===== src/rtl/draw_scheduler_pkg.sv =====
// Shared definitions for the per-frame draw sequencer and its helpers.
package draw_scheduler_pkg;

   localparam int unsigned NUM_TASKS = 6;

   localparam int unsigned TASK_SCREEN = 0;
   localparam int unsigned TASK_LEVEL  = 1;
   localparam int unsigned TASK_PADDLE = 2;
   localparam int unsigned TASK_BALL   = 3;
   localparam int unsigned TASK_SCORE  = 4;
   localparam int unsigned TASK_LIFE   = 5;

   typedef enum logic [2:0] {
      ST_IDLE,
      ST_SELECT,
      ST_RST,
      ST_RUN,
      ST_DONE
   } state_t;

endpackage


===== src/rtl/draw_scheduler_prio_encoder.sv =====
// Lowest-set-bit finder: valid flag plus index of the first requesting bit.
module prio_encoder #(
   parameter int unsigned WIDTH = 6,
   parameter int unsigned IDX_W = 3
) (
   input  logic [WIDTH-1:0] req,
   output logic             valid,
   output logic [IDX_W-1:0] idx
);

   always_comb begin
      valid = 1'b0;
      idx   = '0;
      for (int unsigned i = 0; i < WIDTH; i++) begin
         if (req[i] && !valid) begin
            valid = 1'b1;
            idx   = IDX_W'(i);
         end
      end
   end

endmodule


===== src/rtl/draw_scheduler.sv =====
// Per-frame draw sequencer: walks pending draw tasks in priority order,
// pulsing each task's reset then holding its enable until end or timeout.
module draw_scheduler #(
   parameter int unsigned NUM_TASKS      = draw_scheduler_pkg::NUM_TASKS,
   parameter int unsigned TIMEOUT_CYCLES = 20000,
   parameter int unsigned TIMEOUT_W      = 15
) (
   input  logic                 clk,
   input  logic                 reset,
   input  logic                 frameTick,
   input  logic                 gameRun,
   input  logic                 forceAll,
   input  logic [NUM_TASKS-1:0] drawReq,
   input  logic [NUM_TASKS-1:0] taskEnd,
   input  logic                 clearErr,
   output logic [NUM_TASKS-1:0] taskEnable,
   output logic [NUM_TASKS-1:0] taskReset,
   output logic                 busy,
   output logic                 frameDone,
   output logic                 overrun,
   output logic                 timeoutErr,
   output logic [2:0]           timeoutIdx
);
   import draw_scheduler_pkg::*;

   localparam int unsigned IDX_W = 3;

   state_t               state;
   state_t               state_next;
   logic [NUM_TASKS-1:0] pending;
   logic [NUM_TASKS-1:0] cur_onehot;
   logic                 first_frame;
   logic [IDX_W-1:0]     cur;
   logic [TIMEOUT_W-1:0] tcnt;
   logic                 sel_valid;
   logic [IDX_W-1:0]     sel_idx;
   logic                 accept;
   logic                 task_done;
   logic                 timeout_hit;
   logic                 tick_overrun;

   prio_encoder #(
      .WIDTH (NUM_TASKS),
      .IDX_W (IDX_W)
   ) u_prio (
      .req   (pending),
      .valid (sel_valid),
      .idx   (sel_idx)
   );

   assign cur_onehot   = NUM_TASKS'(1) << cur;
   assign tick_overrun = frameTick && (state != ST_IDLE);

   always_comb begin
      state_next  = state;
      accept      = 1'b0;
      task_done   = 1'b0;
      timeout_hit = 1'b0;
      taskEnable  = '0;
      taskReset   = '0;
      busy        = 1'b0;
      frameDone   = 1'b0;
      case (state)
         ST_IDLE: begin
            if (frameTick && gameRun) begin
               accept     = 1'b1;
               state_next = ST_SELECT;
            end
         end
         ST_SELECT: begin
            busy       = 1'b1;
            state_next = sel_valid ? ST_RST : ST_DONE;
         end
         ST_RST: begin
            busy       = 1'b1;
            taskReset  = cur_onehot;
            state_next = ST_RUN;
         end
         ST_RUN: begin
            busy       = 1'b1;
            taskEnable = cur_onehot;
            // A real end on the final allowed cycle takes precedence over timeout.
            if (|(taskEnd & cur_onehot)) begin
               task_done  = 1'b1;
               state_next = ST_SELECT;
            end else if (tcnt == TIMEOUT_W'(TIMEOUT_CYCLES - 1)) begin
               timeout_hit = 1'b1;
               state_next  = ST_SELECT;
            end
         end
         ST_DONE: begin
            frameDone  = 1'b1;
            state_next = ST_IDLE;
         end
         default: state_next = ST_IDLE;
      endcase
   end

   always_ff @(posedge clk or posedge reset) begin
      if (reset) begin
         state       <= ST_IDLE;
         pending     <= '0;
         first_frame <= 1'b1;
         cur         <= '0;
         tcnt        <= '0;
         overrun     <= 1'b0;
         timeoutErr  <= 1'b0;
         timeoutIdx  <= '0;
      end else begin
         state <= state_next;
         if (accept) begin
            pending     <= drawReq | {NUM_TASKS{forceAll | first_frame}};
            first_frame <= 1'b0;
         end else if (task_done || timeout_hit) begin
            pending <= pending & ~cur_onehot;
         end
         if (state == ST_SELECT && sel_valid) cur <= sel_idx;
         if (state == ST_RST)      tcnt <= '0;
         else if (state == ST_RUN) tcnt <= tcnt + 1'b1;
         // Sticky flags: a new error in the clearing cycle keeps the flag set.
         overrun    <= (overrun & ~clearErr) | tick_overrun;
         timeoutErr <= (timeoutErr & ~clearErr) | timeout_hit;
         if (timeout_hit) timeoutIdx <= cur;
      end
   end

endmodule


===== config.mk =====
export PLATFORM = sky130hd
export DESIGN_NAME = draw_scheduler
export DESIGN_NICKNAME = d
export VERILOG_FILES = /design/src/rtl/draw_scheduler_pkg.sv /design/src/rtl/draw_scheduler_prio_encoder.sv /design/src/rtl/draw_scheduler.sv
export SDC_FILE = /design/constraint.sdc
export NUM_CORES = 1
export LEC_CHECK = 0
export ABC_AREA = 1
export BUFFER_PORTS_ARGS = -buffer_cell sky130_fd_sc_hd__buf_2
export CORE_ASPECT_RATIO = 0.5
export CORE_MARGIN = 1.5
export CORE_UTILIZATION = 55
export DETAILED_ROUTE_END_ITERATION = 12
export PLACE_DENSITY = 0.79
export SYNTH_ARGS = -nofsm -noshare
export SYNTH_HDL_FRONTEND = slang
export SYNTH_SLANG_ARGS = --single-unit

===== constraint.sdc =====
create_clock -name clk -period 1.65 [get_ports clk]
set_input_delay 0.2475 -clock clk [delete_from_list [all_inputs] [get_ports clk]]
set_output_delay 0.2475 -clock clk [all_outputs]
set_load 0.005 [all_outputs]

==> metrics.csv <==
stage;metric;value;unit
place;dpl ws;154;ps
clock_network;clock sinks;33;
clock_network;clock buffer depth;2;
detailed_routing;via count;1871;
sta;slew at the pin closest to its max-slew limit;420;ps
logic_synthesis;Post-Syn Area;2000;µm²
die;Die X;88.2;µm
worst_setup_path;Slowest-stage cell, CP;dfrtp_1;
worst_setup_path;Worst EP required;1400;ps
place;port bufs;36;
die;row count;15;
power_and_ir_drop;Leak;1.23;nW
layout;nets;333;
detailed_routing;vias per cell;5.11;
sta;final period utilization;98.2;%
logic_synthesis;Syn Inst Count;265;
grt;first-pass GRT wire length;7460;µm
logic_synthesis;post-synthesis xor/xnor area fraction;0.439;%
sta;setup TNS;0;ps
worst_setup_path;critical path class;flop to output port;
detailed_routing;DRT antenna net count;0;
power_and_ir_drop;total design power;3.34;mW
worst_setup_path;CP endpoint kind;output port;
sta;final hold vios;0;
grt;gr ovfl total;0;
worst_setup_path;critical path's largest stage delay;400;ps
logic_synthesis;Adder-Cell Fraction of Synth Area;0.627;%
clock_network;clock root buffer;clkbuf_8;
logic_synthesis;Post-Syn Nets;284;
detailed_routing;DRT iter0 DRCs;60;
worst_setup_path;crit path cell chain;inv_2 -> nand2_8 -> nor2_4 -> inv_6 -> nor2_1 -> buf_2;
die;I/O pins;37;
logic_synthesis;YS warnings;0;
detailed_routing;Total Wirelength;4580;µm
logic_synthesis;EDFF count, synth;0;
logic_synthesis;syn_area_per_cell;7.54;µm²
logic_synthesis;post-synth cell types;39;
place;DP Wirelength;3260;µm
sta;Pins Over Slew Limit;0;
detailed_routing;drc violations;0;
place;GPL Wtd Cong;0.848;
sta;Slew HR;72.0;%
logic_synthesis;largest family of logic cells by synthesized area;simple AND/OR/NAND/NOR gates;
logic_synthesis;synthesis-stage register bit count;33;
logic_synthesis;post-synthesis mux area share;0;%
run;max-cap violations;0;
sta;max frequency;0.617;GHz
power_and_ir_drop;VDD IR max;0.769;mV
layout;fillcell total;305;
layout;Layout area overhead;20.2;%
grt;largest net degree at the start of global routing;34;
logic_synthesis;post-synthesis simple-gate area fraction;38.7;%
sta;min Tclk post-route;1620;ps
detailed_routing;Avg WL per Cell;12.5;µm
sta;final setup margin;29.1;ps
grt;number of global-route vias before repair;1693;
logic_synthesis;post-synthesis compound-gate area fraction;10.0;%
worst_hold_path;worst min path class;input pin to asynchronous set/reset pin;
die;DIE HEIGHT;45.6;µm
detailed_routing;TritonRoute pass-1 iters;4;
clock_network;H-Tree Depth;2;
worst_setup_path;arrival time at the worst endpoint;1370;ps
layout;share of cells above drive strength 1;27.6;%
clock_network;CTS buffer count;5;
sta;RSZ-0062 raised after global routing;yes;
die;die area;4020;µm²
logic_synthesis;Synth Flop Type;dfrtp_1;
clock_network;CTS tree;yes;
logic_synthesis;sequential share of the synthesized area;41.4;%
grt;antenna violations before repair;0;
status;status;finished, final reports clean;
logic_synthesis;Post-synth ARST share;100;%
die;Starting Density;57.8;%
worst_setup_path;CP Launch Type;flop;
sta;Clock Skews;6.29;ps
clock_network;worst-skew pair later-pin latency;280;ps
power_and_ir_drop;pwr/cell area;1390;nW/µm²
sta;count of final setup violators;0;
die;core area;3450;µm²
layout;Ant. Diodes;0;
grt;Total Routing Usage GR;24.9;%
worst_setup_path;critical path peak fanout;17;
clock_network;Worst-path clk slew;70;ps
[worst max-delay path: cells and delay by family (launching register included)]
family / cells / cell delay (ps)
flip-flops: 1 / 400
AND/OR/NAND/NOR: 3 / 350
buffers and inverters: 3 / 340
[area by class of cell]
cell class / instances / area [µm²] / share of cell area, %
clock buffers: 8 / 80.1 / 3.34
inverters: 37 / 149 / 6.20
multi-input cells: 190 / 1020 / 42.4
flip-flops and latches: 33 / 828 / 34.5
well taps: 51 / 63.8 / 2.66
repair buffers: 47 / 263 / 10.9
[path summary, 6_finish.rpt]
path                                               from                      end  slack, ps  cells past startpoint
max in group asynchronous                         reset  first_frame$_DFFE_PP1P_       1260                      3
min in group clk                               clearErr        overrun$_DFF_PP0_        160                      2
worst min-delay path                              reset      tcnt[7]$_DFFE_PP0P_         50                      3
worst max-delay path               state[2]$_DFFE_PP0P_             taskReset[5]         30                      6
worst max register to register     state[1]$_DFFE_PP0P_   pending[5]$_DFFE_PP0P_        100                      9
worst min register to register  first_frame$_DFFE_PP1P_  first_frame$_DFFE_PP1P_        460                      2
[layer usage]
metal  wire, µm  vias to the layer above  global-route usage [%]
met5          0                        -                       0
met4         33                        0                    8.44
met3        187                        5                    6.52
met2       2200                       47                    41.7
met1       2160                      859                    32.2
li1           -                      960                       -
[repair_timing]
| item | CTS | global route |
|---|---|---|
| hold buffers | 0 | 0 |
| pin swaps | 1 | 3 |
| buffers inserted | 3 | 6 |
| setup endpoints to repair | 12 | 15 |
| gates resized for setup | 4 | 5 |
[synth_stat cells (2+ instances only)]
| cell | instances | area [µm²] |
|---|---|---|
| nand2_4 | 3 | 33.8 |
| nand2_2 | 4 | 25.0 |
| inv_1 | 29 | 109 |
| nand3_1 | 25 | 125 |
| dfrtp_1 | 32 | 801 |
| nor2_4 | 2 | 22.5 |
| a21oi_1 | 11 | 55.1 |
| o21a_1 | 2 | 15.0 |
| nand3_2 | 4 | 40.0 |
| nor3_1 | 6 | 30.0 |
| buf_4 | 2 | 15.0 |
| nor2_1 | 43 | 161 |
| nand2_1 | 47 | 176 |
| nand4_1 | 6 | 37.5 |
| o21ai_1 | 10 | 50.1 |
| o21ai_0 | 8 | 40.0 |
| nor2_2 | 3 | 18.8 |
| inv_2 | 7 | 26.3 |
[cell usage in the layout (no fill, tap or decap), types with 2 or more instances in the layout]
cell type  instances
clkbuf_8           5
inv_1             29
nor3_1             6
nand2_1           47
buf_2             36
nand2_4            2
nand3_1           25
a21oi_1           11
nand2_2            4
nor2_1            42
inv_2              5
nor2_4             4
inv_4              2
dfrtp_1           31
nand4_1            6
o21a_1             2
o21ai_0            8
nor2_2             2
buf_4             11
o21ai_1           10
nand3_2            4
clkbuf_1           3
[cells by family after synthesis]
kind of cell | count (synthesis)
xor gates and xnor gates | 1
adders and majority gates | 1
and+or+nand+nor | 152
AOI/OAI and AO/OA | 36
buffers and inverters | 42
DFF | 33
[sequential cells by signal (all words and copies together) (netlist names)]
signal	count
timeoutErr	1
tcnt	15
pending	6
state	3
first_frame	1
timeoutIdx	3
overrun	1
cur	3
[stage by stage]
step | hold slack [ps] | util [%] | std cells | instance area [µm²]
6_report | 50.1 | 69.5 | 366 | 2400
2_1_floorplan | 344 | - | 265 | 2000
4_1_cts | 64.0 | 67.8 | 360 | 2340
3_5_place_dp | 372 | 64.3 | 349 | 2220
3_3_place_gp | 352 | 64.3 | 349 | 2220
5_1_grt | 82.2 | 69.5 | 366 | 2400
[report_power, final]
| part | total (mW) | switching (mW) | internal (mW) |
|---|---|---|---|
| Combinational | 1.57 | 0.963 | 0.605 |
| Clock | 0.588 | 0.289 | 0.300 |
| Sequential | 1.18 | 0.207 | 0.977 |
(Power assumes the default switching activity.)
